### src/rtl/instr_type_pkg.sv
// Shared instruction-side types: decoded store kinds and store-unit error causes.
package instr_type;

  // Store kind as produced by the store decoder.
  typedef enum logic [1:0] {
    sk_sb      = 2'd0,
    sk_sh      = 2'd1,
    sk_sw      = 2'd2,
    sk_invalid = 2'd3
  } store_kind_t;

  // Reason attached to an err pulse from the store unit.
  typedef enum logic [1:0] {
    se_none       = 2'd0,
    se_misaligned = 2'd1,
    se_invalid    = 2'd2,
    se_timeout    = 2'd3
  } store_err_t;

  // Width of a wait counter able to hold 0..limit, never narrower than one bit.
  function automatic int cnt_width(input int limit);
    int w;
    w = $clog2(limit + 1);
    return (w < 1) ? 1 : w;
  endfunction

endpackage

### src/rtl/store_unit_lane_align.sv
// Maps a store kind and the low address bits onto byte-lane enables and
// lane-replicated write data, and flags illegal or misaligned requests.
module store_lane_align
  import instr_type::*;
(
  input  store_kind_t kind,
  input  logic [1:0]  addr,
  input  logic [31:0] wdata,
  output logic [3:0]  be,
  output logic [31:0] data,
  output logic        misaligned,
  output logic        invalid
);

  // Lane select and alignment check per store kind.
  always_comb begin
    be         = 4'b0000;
    data       = 32'h0000_0000;
    misaligned = 1'b0;
    invalid    = 1'b0;
    case (kind)
      sk_sb: begin
        be   = 4'b0001 << addr;
        data = {4{wdata[7:0]}};
      end
      sk_sh: begin
        be         = addr[1] ? 4'b1100 : 4'b0011;
        data       = {2{wdata[15:0]}};
        misaligned = addr[0];
      end
      sk_sw: begin
        be         = 4'b1111;
        data       = wdata;
        misaligned = |addr;
      end
      default: begin
        invalid = 1'b1;
      end
    endcase
  end

endmodule

### src/rtl/store_unit.sv
// Store unit: accepts one decoded store per handshake, drives a word-aligned
// write with byte enables onto the data-memory port and reports completion
// or failure as single-cycle pulses.
//
//   state    | meaning
//   ---------+-------------------------------------------------------------
//   ST_IDLE  | ready for a new store; illegal requests are rejected here
//   ST_REQ   | mem_req held with stable address/data/enables, awaiting ack
module store_unit
  import instr_type::*;
#(
  parameter int ADDR_W  = 32,
  parameter int TIMEOUT = 255
) (
  input  logic              clk,
  input  logic              rst,
  input  logic              in_valid,
  output logic              in_ready,
  input  store_kind_t       kind,
  input  logic [ADDR_W-1:0] addr,
  input  logic [31:0]       wdata,
  output logic              mem_req,
  output logic [ADDR_W-1:0] mem_addr,
  output logic [31:0]       mem_wdata,
  output logic [3:0]        mem_be,
  input  logic              mem_ack,
  output logic              done,
  output logic              err,
  output store_err_t        err_cause
);

  localparam logic [0:0] ST_IDLE = 1'b0;
  localparam logic [0:0] ST_REQ  = 1'b1;

  localparam int CNT_W = cnt_width(TIMEOUT);
  localparam logic [CNT_W:0] TO_LIMIT = (CNT_W + 1)'(TIMEOUT);
  localparam logic [CNT_W:0] CNT_ONE  = (CNT_W + 1)'(1);

  logic [0:0]       state;
  logic [CNT_W-1:0] wait_cnt;
  logic [CNT_W:0]   cnt_inc;
  logic             timeout_hit;
  logic             accept;

  logic [3:0]       al_be;
  logic [31:0]      al_data;
  logic             al_misaligned;
  logic             al_invalid;

  store_lane_align u_align (
    .kind       (kind),
    .addr       (addr[1:0]),
    .wdata      (wdata),
    .be         (al_be),
    .data       (al_data),
    .misaligned (al_misaligned),
    .invalid    (al_invalid)
  );

  // Ready only in IDLE and never while reset is held, so nothing is accepted
  // on the edge that releases reset.
  always_comb begin
    in_ready = (state == ST_IDLE) && rst;
    accept   = in_valid && in_ready;
  end

  // Wait-count compare: the count is widened by one bit so the increment
  // can be compared against TIMEOUT without wrapping; TIMEOUT=0 never fires.
  always_comb begin
    cnt_inc     = {1'b0, wait_cnt} + CNT_ONE;
    timeout_hit = (TIMEOUT != 0) && (cnt_inc == TO_LIMIT);
  end

  // Control FSM, wait counter and the done/err pulses.
  always_ff @(posedge clk or negedge rst) begin
    if (!rst) begin
      state     <= ST_IDLE;
      mem_req   <= 1'b0;
      done      <= 1'b0;
      err       <= 1'b0;
      err_cause <= se_none;
      wait_cnt  <= '0;
    end else begin
      done      <= 1'b0;
      err       <= 1'b0;
      err_cause <= se_none;
      case (state)
        ST_IDLE: begin
          if (accept) begin
            if (al_invalid) begin
              err       <= 1'b1;
              err_cause <= se_invalid;
            end else if (al_misaligned) begin
              err       <= 1'b1;
              err_cause <= se_misaligned;
            end else begin
              mem_req  <= 1'b1;
              wait_cnt <= '0;
              state    <= ST_REQ;
            end
          end
        end
        ST_REQ: begin
          if (mem_ack) begin
            mem_req  <= 1'b0;
            done     <= 1'b1;
            wait_cnt <= '0;
            state    <= ST_IDLE;
          end else if (timeout_hit) begin
            mem_req   <= 1'b0;
            err       <= 1'b1;
            err_cause <= se_timeout;
            wait_cnt  <= '0;
            state     <= ST_IDLE;
          end else begin
            wait_cnt <= cnt_inc[CNT_W-1:0];
          end
        end
        default: begin
          mem_req  <= 1'b0;
          wait_cnt <= '0;
          state    <= ST_IDLE;
        end
      endcase
    end
  end

  // Memory-port payload: captured only on a legal accept and held through REQ.
  always_ff @(posedge clk or negedge rst) begin
    if (!rst) begin
      mem_addr  <= '0;
      mem_wdata <= '0;
      mem_be    <= '0;
    end else if (accept && !al_invalid && !al_misaligned) begin
      mem_addr  <= {addr[ADDR_W-1:2], 2'b00};
      mem_wdata <= al_data;
      mem_be    <= al_be;
    end
  end

endmodule

### config.mk
export PLATFORM = sky130hd
export DESIGN_NAME = store_unit
export DESIGN_NICKNAME = d
export VERILOG_FILES = /design/src/rtl/instr_type_pkg.sv /design/src/rtl/store_unit_lane_align.sv /design/src/rtl/store_unit.sv
export SDC_FILE = /design/constraint.sdc
export NUM_CORES = 1
export LEC_CHECK = 0
export CAP_MARGIN = 20
export CORE_MARGIN = 5
export CORE_UTILIZATION = 29
export DETAILED_ROUTE_END_ITERATION = 10
export GPL_ROUTABILITY_DRIVEN = 0
export GPL_TIMING_DRIVEN = 0
export PLACE_DENSITY = 0.6
export SLEW_MARGIN = 0
export SYNTH_ARGS = -nofsm -noshare
export SYNTH_HDL_FRONTEND = slang
export SYNTH_HIERARCHICAL = 1
export SYNTH_SLANG_ARGS = --single-unit
export TNS_END_PERCENT = 20
### constraint.sdc
create_clock -name clk -period 1.6 [get_ports clk]
set_clock_uncertainty 0.05 [all_clocks]
set_input_delay 0.32 -clock clk [delete_from_list [all_inputs] [get_ports clk]]
set_output_delay 0.32 -clock clk [all_outputs]
set_load 0.02 [all_outputs]
======== After elaboration in Yosys (flattened, before gate mapping) ========
Cells that the tools add are included.
cells by class
  add/subtract/negate cells ............... 1
  equality and inequality tests ........... 7
  shift-type cells ........................ 1
  multiplexer cells ....................... 36
  bitwise operators ....................... 1
  reduce and logical (&&, ||, !) cells .... 10
operator list
  operator                                                                  number
  32-bit one-hot mux with 3 select lines                                    1
  8-bit 2-to-1 mux                                                          5
  1-bit 2-to-1 mux                                                          18
  8-bit one-hot mux with 2 select lines                                     1
  4-bit one-hot mux with 3 select lines                                     1
  8-bit by 1-bit adder with 9-bit output (second input constant)            1
  9-bit by 8-bit == test with 1-bit output (second input constant)          1
  2-bit 2-to-1 mux                                                          4
  1-bit one-hot mux with 2 select lines                                     4
  2-bit inequality test (second input constant)                             3
  1-bit logical AND                                                         4
  4-bit 2-to-1 mux                                                          1
  2-bit one-hot mux with 2 select lines                                     1
  4-bit AND reduction                                                       1
  1-bit by 2-bit << shifter with 4-bit output (first input constant)        1
  3-bit by 2-bit inequality test with 1-bit output (second input constant)  1
  3-bit AND reduction                                                       1
  3-bit OR reduction                                                        1
  2-bit by 1-bit == test with 1-bit output (second input constant)          1
  2-bit == test (second input constant)                                     1
  2-bit zero test                                                           1
  2-bit OR reduction                                                        1
  1-bit zero test                                                           1
  1-bit NOT                                                                 1
storage, ports and cells
  bits in registers ....................... 80
  output and inout bits ................... 74
  word-level logic and storage cells ...... 65

======== Depth between registers and ports, before layout ========
  word-level depth ........................ 6
  gate-level depth with buffers ........... 10
  depth with buffers taken out ............ 9

======== Cells and area by module ========
The synthesis kept the hierarchy.
by module, submodules not included
  module            instances  cells each  area an instance (um2)  sequential area each (um2)
  store_unit        1          222         3,289.4                 2,001.9
  store_lane_align  1          99          571.8                   0.0

======== Worst setup path after synthesis ========
Ideal clock, no wire load.
  path type ............................... input to register
  from .................................... input kind[1]
  to ...................................... register mem_addr[10]
  setup time .............................. 125 ps
  data arrival time ....................... 1,991 ps
  setup slack ............................. -566 ps
  cell stages on the path ................. 10
  path buffers ............................ 3
  cells stage by stage .................... inv_1 -> ha_1 -> buf_2 -> nand2_1 -> a21boi_0 -> nor2_1 -> nand3_1 -> buf_2 -> buf_6 -> mux2_2
between the ends
  word-level cells in the longest chain between the ends .. 4
  elaborated cells on any way between the ends .. 8
RTL lines
  element                                                                    line                         source
  start: declaration                                                         store_unit.sv:19             input store_kind_t kind,
  2-bit == test or 2-bit by 1-bit == test with 1-bit output (tied branches)  store_unit_lane_align.sv:21  case (kind)
  1-bit one-hot mux with 2 select lines *                                    store_unit_lane_align.sv:21
  net al_misaligned                                                          store_unit.sv:47             logic al_misaligned;
  1-bit zero test *                                                          store_unit.sv:134            end else if (accept && !al_invalid && !al_misaligned) begin
  1-bit logical AND *                                                        store_unit.sv:134
  end signal: assignment                                                     store_unit.sv:135            mem_addr <= {addr[ADDR_W-1:2], 2'b00};
  end: declaration                                                           store_unit.sv:23             output logic [ADDR_W-1:0] mem_addr,
The timed path passes the listed nets; every way through them passes the cells marked *.
A chain may end at the register's enable or synchronous reset.

======== Worst setup path after layout ========
  from .................................... register wait_cnt[1]
  to ...................................... register wait_cnt[2]
between the ends
  word-level cells in the longest chain between the ends .. 5
RTL lines
  element                                   line               source
  start: declaration                        store_unit.sv:40   logic [CNT_W-1:0] wait_cnt;
  start signal: assignment                  store_unit.sv:116  wait_cnt <= cnt_inc[CNT_W-1:0];
  8-bit by 1-bit adder with 9-bit output *  store_unit.sv:70   cnt_inc = {1'b0, wait_cnt} + CNT_ONE;
  9-bit by 8-bit == test with 1-bit output  store_unit.sv:71   timeout_hit = (TIMEOUT != 0) && (cnt_inc == TO_LIMIT);
  8-bit 2-to-1 mux *                        store_unit.sv:109  end else if (timeout_hit) begin
  8-bit 2-to-1 mux *                        store_unit.sv:104  if (mem_ack) begin
  8-bit one-hot mux with 2 select lines *   store_unit.sv:87   case (state)
Every way passes the cells marked *; elsewhere a longest branch is shown, timed or not.

==> out/metrics.csv <==
metric,value,unit
num_rows,42,
grt_pass1_vias,3403,
grt_max_degree,32,
dieArea,15700,µm²
cts-root-buf,clkbuf_16,
viasPerCell,4.66,
hp-class,in -> async,
io_pins,144,
first_iter_violations,103,
routedWlPerCell,17.0,µm
synth_seq_cells,80,
cp_max_fo,7,
final_cell_mix,"78 x dfrtp_1, 71 x dlygate4sd2_1, 64 x clkdlybuf4s50_1",
yosys_warnings,6,
leakagePower,3.04,nW
start_util,0.294,
crit_slowest_cell,dfrtp_2,
nNetsFinal,578,
worstPathArrival,1.90,ns
cts_tree,done,
layout-drive-gt1-share,0.319,
max_stage_delay,0.44,ns
dr.pass1.iters,4,
antennaDiodeCount,0,
synth_async_sr_flop_share,1.00,
final_common_cell,dfrtp_1,
ctsHtreeMaxLevel,3,
drt_wl_total,11600,µm
total_power,7.25,mW
layout-area-overhead-vs-synth,65.9,%
synth_cell_types,46,
numCtsBuffers,9,
required,1.75,ns
violations,negative setup slack,
finalHoldViolCount,0,
drc,0,
grt_pass1_wl,18500,µm
clk_path_buf_depth,2,
period_share,1.09,
ir_drop,0.621,mV
vias,3173,
core,13100,µm²
die_h,125,µm
fin_crit,1.75,ns
crit_chain,ha_4 -> or2b_1 -> a21oi_2 -> nand3_2 -> o21ai_4 -> o221ai_2,
rsz0062_at_grt,yes,
synth_cells,321,
die_w,125,µm
yosys_most_used_dff,dfrtp_1,
max_freq,0.572,GHz
syn_area_per_cell,12.0,µm²
p_per_area,1130,nW/µm²
setup_viol,26,
place_ws,-1.18,ns
slew_violations,0,
yosysSeqAreaShare,0.518,
setup_slack,-0.150,ns
status,"finished, violations left",
port_buffers,141,
drv_cap,0,
worstSetupPathType,reg -> reg,
place_inst,640,
numClockSinks,80,
grt_use_total,0.149,
clkTransAtPathRegs,0.06,ns
hpwl,8320,µm
insertion_delay,0.33,ns
synth_area,3860,µm²
end_kind,register,
grt_overflow,0,
synth_edf_count,0,
fin_cells,681,
critPathLaunchType,register,
ant_nets,0,
tns,-1.23,ns
grt_antenna_before_repair,0,
[cells in the mapped netlist (2+ instances only)]
library cell / instances / area share
buf_2: 11 / 0.014
a21oi_1: 22 / 0.029
a32o_1: 2 / 0.0052
a22oi_1: 15 / 0.029
a21o_1: 3 / 0.0058
o21ai_0: 6 / 0.0078
dfrtp_1: 80 / 0.52
nand2_1: 28 / 0.027
buf_6: 3 / 0.0087
nor2_1: 13 / 0.013
nor2b_1: 4 / 0.0065
ha_1: 7 / 0.023
o21ai_1: 3 / 0.0039
buf_4: 5 / 0.0097
o211ai_1: 2 / 0.0039
mux2_2: 66 / 0.19
xnor2_1: 3 / 0.0068
nand3_1: 6 / 0.0078
inv_1: 6 / 0.0058
a31oi_1: 2 / 0.0032
and2_1: 9 / 0.015
[power by group]
part           switching, mW  internal [mW]
logic                   1.24           1.28
registers              0.233           2.48
clock network          0.781           1.24
total                   2.25           5.00
[layer usage]
metal	GRT usage	share of wire	vias to the layer above
li1	-	-	1498
met1	0.181	0.42	1553
met2	0.240	0.47	106
met3	0.0512	0.076	16
met4	0.0676	0.027	0
met5	0	0	-
[logic make-up (layout without fill, tap and decap cells)]
family	Yosys count	count (layout)	synth area share
compound gates	64	64	0.113
other cells	1	2	0.000971
buf+inv	26	209	0.0395
simple gates	72	72	0.0982
flops	80	80	0.518
mux	67	67	0.196
xor+xnor	4	4	0.0110
fa+ha+maj	7	7	0.0227
[worst paths after layout]
kind	from	to	slack (ns)	cells after the start
setup / recovery	wait_cnt[1]	wait_cnt[2]	-0.15	6
hold / removal	rst	mem_addr[10]	0.01	2
setup reg to reg	wait_cnt[1]	wait_cnt[2]	-0.15	6
hold reg to reg	mem_wdata[13]	mem_wdata[13]	0.45	1
max in group asynchronous	rst	wait_cnt[1]	0.71	4
min in group clk	addr[1]	mem_be[3]	0.43	4
[area by class of cell]
class	instances	area, µm²
Buffer	18	181
Clock buffer	12	246
Clock inverter	3	42.5
Fill cell	1226	6730
Inverter	6	42.5
Multi-Input combinational cell	216	1960
Sequential cell	80	2000
Tap cell	176	220
Timing Repair Buffer	170	1710
[sequential cells by signal (all words and copies together), names as in the netlist]
signal     flops
err_cause      2
state          1
err            1
done           1
mem_be         4
mem_req        1
mem_wdata     32
wait_cnt       8
mem_addr      30
[through the flow]
stage	util	instance area (µm²)	hold slack, ns
floorplan	-	4110	-0.0256
global placement	0.437	5750	0.438
detailed placement	0.439	5770	0.257
CTS	0.487	6390	0.00247
global route	0.488	6400	0.0113
finish	0.488	6400	0.0131
[what timing repair did]
action	4_1_cts	5_1_grt
resized for setup	125	14
hold buffers	5	0
setup endpoints to repair	151	77
endpoints found under the hold margin	31	0
gates cloned	2	1
setup buffers	20	1
pin swaps	10	9
[critical path, delay by kind of cell, from the launching register on]
family                     cells  cell delay (ns)
adders and majority gates      1             0.18
AOI/OAI and AO/OA              3             0.58
DFF                            1             0.44
and+or+nand+nor                2             0.37
Power figures use the tool's default switching activity.
